<file path="src/rtl/instr_decode_stage.sv">
// instr_decode_stage: registered MIPS decode stage with a 2-entry skid buffer; define DECODE_ILLEGAL_EN to flag unsupported opcodes/functs
module instr_decode_stage #(
  parameter int WL = 32
) (
  input  logic          CLK,
  input  logic          RST,
  input  logic          flush,
  input  logic          in_valid,
  output logic          in_ready,
  input  logic [31:0]   Instr,
  input  logic [WL-1:0] PC,
  output logic          out_valid,
  input  logic          out_ready,
  output logic [5:0]    OPcode,
  output logic [5:0]    Func,
  output logic [4:0]    RS,
  output logic [4:0]    RT,
  output logic [4:0]    RD,
  output logic [4:0]    shamt,
  output logic [WL-1:0] ImmExt,
  output logic [WL-1:0] JumpAddr,
  output logic [1:0]    fmt,
  output logic [WL-1:0] out_pc,
  output logic          illegal
);
  typedef struct packed {
    logic [5:0]    op;
    logic [5:0]    fn;
    logic [19:0]   regs;
    logic [WL-1:0] imm;
    logic [WL-1:0] ja;
    logic [WL-1:0] pc;
    logic [1:0]    fmt;
    logic          ill;
  } ent_t;
  typedef enum logic [1:0] {EMPTY, ONE, FULL} state_t;
  state_t state_q, state_d;
  ent_t m_q, m_d, s_q, s_d, dec, o;
  logic out_valid_q, in_ready_q, take_in, take_out, ill;
  logic [5:0] op;
  logic [WL-1:0] se, imm;
  logic [WL-29:0] pc4_hi;
  assign op = Instr[31:26];
  assign se = {{(WL-16){Instr[15]}}, Instr[15:0]};
  assign imm = (op inside {6'h0C, 6'h0D, 6'h0E}) ? {{(WL-16){1'b0}}, Instr[15:0]} :
               (op == 6'h0F) ? se << 16 : se;
  // Only the bits above 27 of PC+4 reach the jump target, so add just the carry into them.
  assign pc4_hi = PC[WL-1:28] + (WL-28)'(&PC[27:2]);
`ifdef DECODE_ILLEGAL_EN
  assign ill = !(op inside {6'h00, 6'h02, 6'h03, 6'h04, 6'h05, 6'h08, 6'h09, 6'h0A,
                            6'h0C, 6'h0D, 6'h0E, 6'h0F, 6'h23, 6'h2B}) ||
               (op == 6'h00 && !(Instr[5:0] inside {6'h00, 6'h02, 6'h08, 6'h20,
                                                   6'h22, 6'h24, 6'h25, 6'h2A}));
`else
  assign ill = 1'b0;
`endif
  assign dec = {op, Instr[5:0], Instr[25:6], imm, {pc4_hi, Instr[25:0], 2'b00}, PC,
                (op == 6'h00) ? 2'd0 : (op == 6'h02 || op == 6'h03) ? 2'd2 : 2'd1, ill};
  assign take_in  = in_valid & in_ready_q;
  assign take_out = out_valid_q & out_ready;
  always_comb begin
    state_d = flush ? EMPTY :
              state_q == EMPTY ? (take_in ? ONE : EMPTY) :
              state_q == ONE ? ((take_in && !take_out) ? FULL : (!take_in && take_out) ? EMPTY : ONE) :
              (take_out ? ONE : FULL);
    m_d = (state_q == FULL && take_out) ? s_q :
          (take_in && (state_q == EMPTY || take_out)) ? dec : m_q;
    s_d = (state_q == ONE && take_in && !take_out) ? dec : s_q;
  end
  always_ff @(posedge CLK) begin
    m_q <= m_d;
    s_q <= s_d;
    if (RST) begin
      state_q     <= EMPTY;
      out_valid_q <= 1'b0;
      in_ready_q  <= 1'b1;
    end else begin
      state_q     <= state_d;
      out_valid_q <= state_d != EMPTY;
      in_ready_q  <= state_d != FULL;
    end
  end
  // Data registers keep stale contents across reset/flush; outputs read as zero while invalid.
  assign o = out_valid_q ? m_q : '0;
  assign {OPcode, Func, RS, RT, RD, shamt, ImmExt, JumpAddr, out_pc, fmt, illegal} = o;
  assign out_valid = out_valid_q;
  assign in_ready  = in_ready_q;
endmodule

</file>
<file path="config.mk">
export PLATFORM = sky130hd
export DESIGN_NAME = instr_decode_stage
export DESIGN_NICKNAME = d
export VERILOG_FILES = /design/src/rtl/instr_decode_stage.sv
export SDC_FILE = /design/constraint.sdc
export NUM_CORES = 1
export LEC_CHECK = 0
export ABC_AREA = 1
export CAP_MARGIN = 25
export CORE_MARGIN = 2
export CORE_UTILIZATION = 30
export CTS_CLUSTER_SIZE = 40
export DETAILED_ROUTE_END_ITERATION = 12
export MAX_ROUTING_LAYER = met4
export PLACE_DENSITY = 0.6
export SYNTH_ARGS = -nofsm -noshare
export SYNTH_HDL_FRONTEND = slang
export SYNTH_SLANG_ARGS = --single-unit
</file>
<file path="constraint.sdc">
create_clock -name CLK -period 30.1 [get_ports CLK]
set_clock_uncertainty 0.15 [all_clocks]
set_input_delay 6.02 -clock CLK [delete_from_list [all_inputs] [get_ports CLK]]
set_output_delay 6.02 -clock CLK [all_outputs]
set_load 0.05 [all_outputs]
</file>
==> flow_summary.json, run 1 <==
{
  "finalSetupTns_ns": 0,
  "num-fill-cells": 2937,
  "worst_pin_slew_ns": 0.9753,
  "first_iter_violations": 364,
  "max_freq_mhz": 110.2,
  "arrival_ns": 2.90,
  "start_util_pct": 30.67,
  "endpoint_kind": "primary output",
  "yosysWarnings": 0,
  "dpl.hpwl_um": 13780,
  "fin_ws_ns": 21.03,
  "cts_max_level": 1,
  "synthMuxAreaShare_pct": 0,
  "post-route-util_pct": 40.49,
  "wire_per_inst_um": 14.62,
  "cts.clk_slew.worst_paths_ns": 0.06,
  "start_kind": "flop",
  "finalCriticalPeriod_ns": 9.071,
  "antenna_found_initial": 0,
  "synth_top_family_by_area": "simple AND/OR/NAND/NOR gates",
  "dieArea_mm2": 0.03187,
  "rsz0062_at_grt": "false",
  "insertion_delay_ns": 0.51,
  "drc": 0,
  "antennaDiodeCount": 0,
  "synthXorXnorAreaFrac_pct": 0.1917,
  "hp-class": "reg -> reg",
  "ioPinCount": 202,
  "finalWeightedCongestion": 0.7454,
  "synth_compound_area_share_pct": 2.191,
  "r2r_cells": 8,
  "drt-total-wl_um": 21620,
  "max-slew-margin-rel_pct": 34.83,
  "vias_per_cell": 4.309,
  "cts_sinks": 208,
  "setup_viol": 0,
  "die_x_um": 178.5,
  "p_leak_uw": 0.005261,
  "globalRoute.totalOverflow": 0,
  "final_common_cell": "nand2_1",
  "preCtsSetupSlack_ns": 20.68,
  "io_buffers": 198,
  "slew_viol_final": 0,
  "grt_max_degree": 85,
  "holdPathStages": 2,
  "worst_hold_slack_ns": 0.3632,
  "synthSimpleGateAreaFrac_pct": 19.18,
  "cts_tree": "yes",
  "core_area_mm2": 0.02980,
  "synth_area_mm2": 0.009138,
  "worst-path-max-fanout": 61,
  "max_cap_violations": 0,
  "cts_resized": 0,
  "cts_hold_buf": 0,
  "via_count": 6369,
  "cts_buffer_depth": 3,
  "die_h_um": 178.5,
  "synthAdderAreaFrac_pct": 0.4108,
  "cts_setup_buffers": 0,
  "root_buffer": "clkbuf_16",
  "power_density_mw_per_mm2": 60.65,
  "ant_nets": 0,
  "status": "completed",
  "rows": 63,
  "crit_type": "reg -> out",
  "final_cell_mix": "402 x nand2_1, 204 x edfxtp_1, 198 x clkdlybuf4s50_1",
  "cts_buffers": 25,
  "grt_usage_pct": 13.56,
  "finalNetCount": 1144,
  "syn_avg_cell_area_um2": 10.07,
  "synth-seq-cells": 208,
  "first_global_vias": 6057,
  "area_delta_synth_final_pct": 32.04,
  "finalCritPeriodShare_pct": 30.14,
  "syn_inst": 907,
  "max-vdd-ir-drop_mv": 0.03438,
  "drive_gt1_share_pct": 4.412,
  "ys_seq_area_share_pct": 67.92,
  "hold_viol": 0,
  "cp.required_ns": 23.93,
  "synth_cell_types": 25,
  "dr.pass1.iters": 5,
  "grt_pass1_wl_um": 32920
}
-- power breakdown --
part	total (uW)	internal [uW]	switching [uW]
combinational	90.8	29.2	61.6
sequential	342	336	5.58
clock	299	186	114
-- synthesized netlist by cell type (all sizes together) --
library cell	instances	share of area (%)
nor2	24	1.1
nand3	16	0.88
nor3	3	0.16
nor4	1	0.069
nand3b	1	0.082
xor2	1	0.096
nand4	5	0.34
inv	131	5.4
o21ai	25	1.4
nand2	403	17
dfxtp	4	0.88
xnor2	1	0.096
edfxtp	204	67
clkbuf	16	0.66
conb	1	0.041
ha	3	0.41
a21oi	15	0.82
buf	53	4.0
-- critical path: stages (launching register included) --
cell and delay, ns:
dfxtp_4 0.64, buf_4 0.62, nand2_1 0.19, inv_1 0.11, clkdlybuf4s50_1 0.80
-- through the flow --
step,instance area [um^2],std cells,total power [uW]
2_1_floorplan,9145,909,405.2
3_3_place_gp,11260,1435,438.8
3_5_place_dp,11260,1435,439.6
4_1_cts,12070,1478,741.8
5_1_grt,12070,1478,759.0
6_report,12070,1478,731.7
-- sequential cells by signal (all words and copies together), names as in the netlist --
signal     count
state_q        2
out_valid      1
in_ready       1
m_q          102
s_q          102
-- final cells by class --
cell class | count | area (um^2) | area share [%]
Sequential cell | 208 | 6210 | 51.47
Timing Repair Buffer | 205 | 2034 | 16.86
Multi-Input combinational cell | 501 | 2033 | 16.85
Clock buffer | 31 | 648.1 | 5.372
Inverter | 131 | 493.0 | 4.086
Tap cell | 390 | 488.0 | 4.044
Clock inverter | 12 | 158.9 | 1.317
-- kinds of logic (layout without fill, tap and decap cells) --
logic type      after synthesis  after routing
xor+xnor                      2              2
compound gates               40             40
other cells                   1              3
fa+ha+maj                     3              3
simple gates                453            453
flops                       208            208
buf+inv                     200            379
-- layer usage --
| layer | GRT usage (%) | wire, um |
|---|---|---|
| met1 | 17.63 | 9435 |
| met2 | 21.78 | 10270 |
| met3 | 2.387 | 1398 |
| met4 | 3.963 | 508 |
| met5 | - | 0 |
-- final timing paths --
check / startpoint / to / slack [ns]
setup / recovery: out_valid$_SDFF_PP0_ / Func[0] / 21.03
hold / removal: s_q[4]$_DFFE_PP_ / m_q[4]$_DFFE_PP_ / 0.36
setup reg to reg: out_valid$_SDFF_PP0_ / m_q[104]$_DFFE_PP_ / 26.51
hold reg to reg: s_q[4]$_DFFE_PP_ / m_q[4]$_DFFE_PP_ / 0.36
(Power assumes the default switching activity.)
==> inputs of run 2 (changes only) <==
- clock period: 30.1 -> 9.11 ns (I/O delays scaled with it)
==> run 2 against run 1 <==
Against the previous run: design area is 0.45% lower; flip-flop and latch count unchanged; die area stayed put; non-clock buffer count unchanged; largest power group unchanged; critical endpoint is now m_q[30]$_DFFE_PP_; sequential share of layout area rose by 0.23 points; hold slack got worse by 0.0046 ns; combinational power rose to 3.3 times the previous value; cell count unchanged.
==> flow_summary.json, run 2 (synthesis results as in run 1) <==
{
  "io_buffers": 198,
  "drc": 0,
  "final_cells": 1478,
  "dr.pass1.iters": 5,
  "core_area_mm2": 0.02980,
  "crit_type": "in -> reg",
  "area_delta_synth_final_pct": 31.45,
  "endpoint_kind": "flop",
  "globalRoute.totalOverflow": 0,
  "grt_usage_pct": 13.63,
  "vias_per_cell": 4.317,
  "max_cap_violations": 0,
  "die_h_um": 178.5,
  "wire_per_inst_um": 14.73,
  "finalSetupTns_ns": 0,
  "drt-total-wl_um": 21770,
  "power_density_mw_per_mm2": 193.9,
  "antennaDiodeCount": 0,
  "num-fill-cells": 2924,
  "grt_max_degree": 73,
  "cp.required_ns": 9.09,
  "final_cell_mix": "402 x nand2_1, 204 x edfxtp_1, 198 x clkdlybuf4s50_1",
  "max-vdd-ir-drop_mv": 0.1171,
  "fin_ws_ns": 3.885,
  "drive_gt1_share_pct": 4.412,
  "largestRegisters": "m_q x102, s_q x102, state_q x2",
  "antenna_found_initial": 0,
  "start_util_pct": 30.67,
  "status": "completed",
  "cts.clk_slew.worst_paths_ns": 0.06,
  "rsz0062_at_grt": "false",
  "ant_nets": 0,
  "arrival_ns": 5.20,
  "ioPinCount": 202,
  "numPlacedInstances": 1435,
  "die_x_um": 178.5,
  "max-slew-margin-rel_pct": 32.02,
  "first_global_vias": 6035,
  "final_area_mm2": 0.01201,
  "finalCriticalPeriod_ns": 5.225,
  "grt_pass1_wl_um": 33170,
  "finalCritPeriodShare_pct": 57.35,
  "rows": 63,
  "cts_buffer_depth": 3,
  "root_buffer": "clkbuf_16",
  "max_freq_mhz": 191.4,
  "dieArea_mm2": 0.03187,
  "multi_input_area_mm2": 0.002042,
  "seq_area_mm2": 0.006210,
  "p_leak_uw": 0.005234,
  "postPlaceCellArea_mm2": 0.01128,
  "hold_viol": 0,
  "first_iter_violations": 357,
  "finalWeightedCongestion": 0.7698,
  "cts_setup_buffers": 0,
  "setup_viol": 0,
  "cts_buffers": 24,
  "via_count": 6381,
  "worst-path-max-fanout": 62,
  "start_kind": "primary input",
  "insertion_delay_ns": 0.51,
  "hp-class": "reg -> reg",
  "cts_hold_buf": 0,
  "worst_hold_slack_ns": 0.3586,
  "slew_viol_final": 0,
  "cts_resized": 0,
  "worst_pin_slew_ns": 1.017,
  "finalNetCount": 1143,
  "final_common_cell": "nand2_1",
  "cts_tree": "yes",
  "preCtsSetupSlack_ns": 3.298,
  "cts_sinks": 208,
  "dpl.hpwl_um": 14050,
  "cts_max_level": 1
}
## run 2: changes by cell type in the layout (fill, tap and decap cells not counted)
| cell | delta |
|---|---|
| clkinv_4 | -1 |
| buf_4 | -1 |
| nor4_4 | +1 |
| buf_12 | +1 |
| inv_6 | +1 |
| bufinv_16 | -3 |
| clkinv_2 | +3 |
| nor4_2 | -1 |
## run 2: worst max-delay path: stages
cell             delay (ns)
clkdlybuf4s50_1        0.45
nand2_1                0.08
inv_2                  0.12
nand2_1                0.12
nor2_4                 0.28
buf_12                 0.25
clkinv_2               0.52
nand2_4                0.67
buf_4                  0.75
## run 2: metrics by stage
stage | utilization [%] | total power [uW]
2_1_floorplan | - | 1337
3_3_place_gp | 37.79 | 1450
3_5_place_dp | 37.86 | 1453
4_1_cts | 40.31 | 2364
5_1_grt | 40.31 | 2421
6_report | 40.31 | 2329
## run 2: power breakdown
part | leakage (uW) | switching [uW] | internal [uW]
sequential | 0.00194 | 18.1 | 1110
clock | 0.000364 | 371 | 528
combinational | 0.00293 | 205 | 96.7
total | 0.00523 | 594 | 1730
## run 2: cell type report
| cell class | count | share of cell area (%) |
|---|---|---|
| inverter | 131 | 4.104 |
| sequential | 208 | 51.70 |
| multi-input combinational | 501 | 17.00 |
| clock buffer | 31 | 5.396 |
| tap | 390 | 4.063 |
| timing repair buffer | 205 | 17.04 |
| clock inverter | 12 | 0.6979 |
## run 2: path summary, 6_finish.rpt
kind         slack [ns]            endpoint  depth (start not counted)            startpoint
min                0.36  m_q[130]$_DFFE_PP_                          2    s_q[130]$_DFFE_PP_
max                3.89   m_q[30]$_DFFE_PP_                          9             out_ready
min reg2reg        0.36  m_q[130]$_DFFE_PP_                          2    s_q[130]$_DFFE_PP_
max reg2reg        4.91   m_q[30]$_DFFE_PP_                          8  out_valid$_SDFF_PP0_
## run 2: routing by layer
layer,track usage [%],vias to the layer above,wire length [um]
li1,-,3165,-
met1,17.87,2997,9678
met2,22.12,185,10420
met3,2.387,34,1292
met4,3.083,0,384
met5,-,-,0
==> inputs of run 3 (changes only) <==
- PLACE_DENSITY: 0.6 -> 0.62
- clock period: 9.11 -> 4.6 ns (I/O delays scaled with it)
==> run 3 against run 2 <==
Against the previous run: largest power group unchanged; sequential share of layout area shrank 0.17 points; flip-flop and latch count is the same; via count shrank 0.20%; die area is the same; hold slack gained 0.0059 ns; critical path type is now reg -> out; design area grew 0.32%; critical endpoint is now ImmExt[15]; cell count grew 0.20%; highest routed layer unchanged; register-to-register slack lost 2.8 ns; clock-buffer cell count grew 2; worst setup slack lost 3.0 ns; non-clock buffer count grew 1; utilization grew 0.13 points.
==> flow_summary.json, run 3 (synthesis results as in run 1) <==
{
  "worst_pin_slew_ns": 0.9897,
  "finalCriticalPeriod_ns": 3.727,
  "wl_met2_um": 10210,
  "cts_buffers": 25,
  "finalSetupTns_ns": 0,
  "r2r-start": "out_valid$_SDFF_PP0_",
  "cts_hold_buf": 0,
  "max-vdd-ir-drop_mv": 0.2413,
  "power_frac_clock_pct": 37.8,
  "wire_per_inst_um": 14.80,
  "first_global_vias": 6082,
  "p_int_uw": 3388,
  "p_leak_uw": 0.005231,
  "grt_max_degree": 103,
  "cp_top_family": "buffers and inverters",
  "holdPathStages": 2,
  "core_area_mm2": 0.02980,
  "dr.pass1.iters": 5,
  "die_x_um": 178.5,
  "rows": 63,
  "rsz0062_at_grt": "false",
  "hold_path_end": "m_q[85]$_DFFE_PP_",
  "ioPinCount": 202,
  "postPlaceCellArea_mm2": 0.01134,
  "first_iter_violations": 383,
  "max_freq_mhz": 268.3,
  "largestRegisters": "m_q x102, s_q x102, state_q x2",
  "grt_usage_pct": 13.96,
  "dpl.hpwl_um": 13990,
  "start_util_pct": 30.67,
  "drt-total-wl_um": 21920,
  "globalRoute.totalOverflow": 0,
  "cts_buffer_depth": 3,
  "cts.clk_slew.worst_paths_ns": 0.06,
  "r2r_setup_slack_ns": 2.15,
  "power.switching_fraction_pct": 25.88,
  "crit_slowest_cell": "clkdlybuf4s50_1",
  "seq_power_share_pct": 48.9,
  "cp.required_ns": 3.53,
  "top_layer_used": "met4",
  "drc": 0,
  "crit_type": "reg -> out",
  "pwr-share-comb_pct": 13.3,
  "finalWeightedCongestion": 0.7475,
  "setup_viol": 0,
  "dieArea_mm2": 0.03187,
  "timing.rr.end": "m_q[123]$_DFFE_PP_",
  "start_kind": "flop",
  "cts_setup_buffers": 0,
  "post-route-util_pct": 40.44,
  "io_buffers": 198,
  "max-slew-margin-rel_pct": 34.02,
  "cts_tree": "yes",
  "status": "completed",
  "wl_met1_um": 9672,
  "ant_nets": 0,
  "hp-class": "reg -> reg",
  "final_common_cell": "nand2_1",
  "slowest_delay_ns": 0.80,
  "final_area_mm2": 0.01205,
  "finalCritPeriodShare_pct": 81.01,
  "worstHoldStart": "s_q[85]$_DFFE_PP_",
  "grt_pass1_wl_um": 33710,
  "r2r_cells": 6,
  "insertion_delay_ns": 0.52,
  "worst_hold_slack_ns": 0.3645,
  "power_density_mw_per_mm2": 379.3,
  "power_switching_uw": 1183,
  "slew_viol_final": 0,
  "hold_viol": 0,
  "root_buffer": "clkbuf_16",
  "dr_wl_met3_um": 1593,
  "cts_max_level": 1,
  "vias_per_cell": 4.300,
  "endpoint_kind": "primary output",
  "fin_ws_ns": 0.8734,
  "finalNetCount": 1145,
  "worst-path-max-fanout": 56,
  "cts_resized": 0,
  "drive_gt1_share_pct": 4.412,
  "max_cap_violations": 0,
  "crit_chain": "buf_12 > nand2_1 > inv_1 > clkdlybuf4s50_1",
  "cp.buffers_inverters": 3,
  "arrival_ns": 2.66,
  "die_h_um": 178.5,
  "final_cell_mix": "401 x nand2_1, 204 x edfxtp_1, 198 x clkdlybuf4s50_1",
  "cts_sinks": 208,
  "preCtsSetupSlack_ns": 1.360,
  "antenna_found_initial": 3,
  "area_delta_synth_final_pct": 31.88,
  "via_count": 6368
}
-- run 3: cell count changes in the layout (fill, tap and decap cells not counted), moves of 2 or more --
| cell | change |
|---|---|
| buf_12 | +3 |
| buf_4 | -2 |
| diode_2 | +3 |
| clkbuf_1 | +2 |
-- run 3: how the worst max path moves through the flow --
stage | from | endpoint | slack [ns] | cells past startpoint
5_1_grt | out_valid$_SDFF_PP0_ | ImmExt[21] | 0.68 | 4
2_1_floorplan | out_ready | s_q[100]$_DFFE_PP_ | -0.29 | 3
3_5_place_dp | Instr[27] | m_q[88]$_DFFE_PP_ | 1.36 | 8
3_3_place_gp | Instr[27] | m_q[86]$_DFFE_PP_ | 1.37 | 8
4_1_cts | out_valid$_SDFF_PP0_ | ImmExt[21] | 0.82 | 4
6_report | out_valid$_SDFF_PP0_ | ImmExt[15] | 0.87 | 4
-- run 3: cell type report --
type,count,area [um^2]
fillers,2889,17750
flip-flops and latches,208,6210
repair buffers,206,2092
multi-input cells,501,2058
clock buffers,33,655.6
inverters,131,495.5
well taps,390,488.0
clock inverters,9,43.79
diodes,3,7.507
-- run 3: power groups by stage --
stage	sequential (uW)	clock [uW]	combinational, uW
finish	2230	1730	606
global route	2240	1850	650
CTS	2240	1790	613
detailed placement	2280	0	611
global placement	2270	0	607
floorplan	2270	0	381
-- run 3: worst min-delay path, stage by stage (launching register included) --
cell and delay (ns):
edfxtp_1 0.31, nand2_1 0.05, nand2_1 0.05
-- run 3: stage by stage --
| step | std cells | total power (uW) |
|---|---|---|
| after CTS | 1478 | 4640 |
| after floorplan | 909 | 2648 |
| after global routing | 1481 | 4748 |
| final | 1481 | 4571 |
| after detailed placement | 1436 | 2887 |
| after global placement | 1436 | 2881 |
-- run 3: routing by layer --
layer | GRT usage, % | vias to the layer above
li1 | - | 3166
met1 | 18.26 | 2963
met2 | 21.99 | 201
met3 | 3.218 | 38
met4 | 3.455 | 0
met5 | - | -
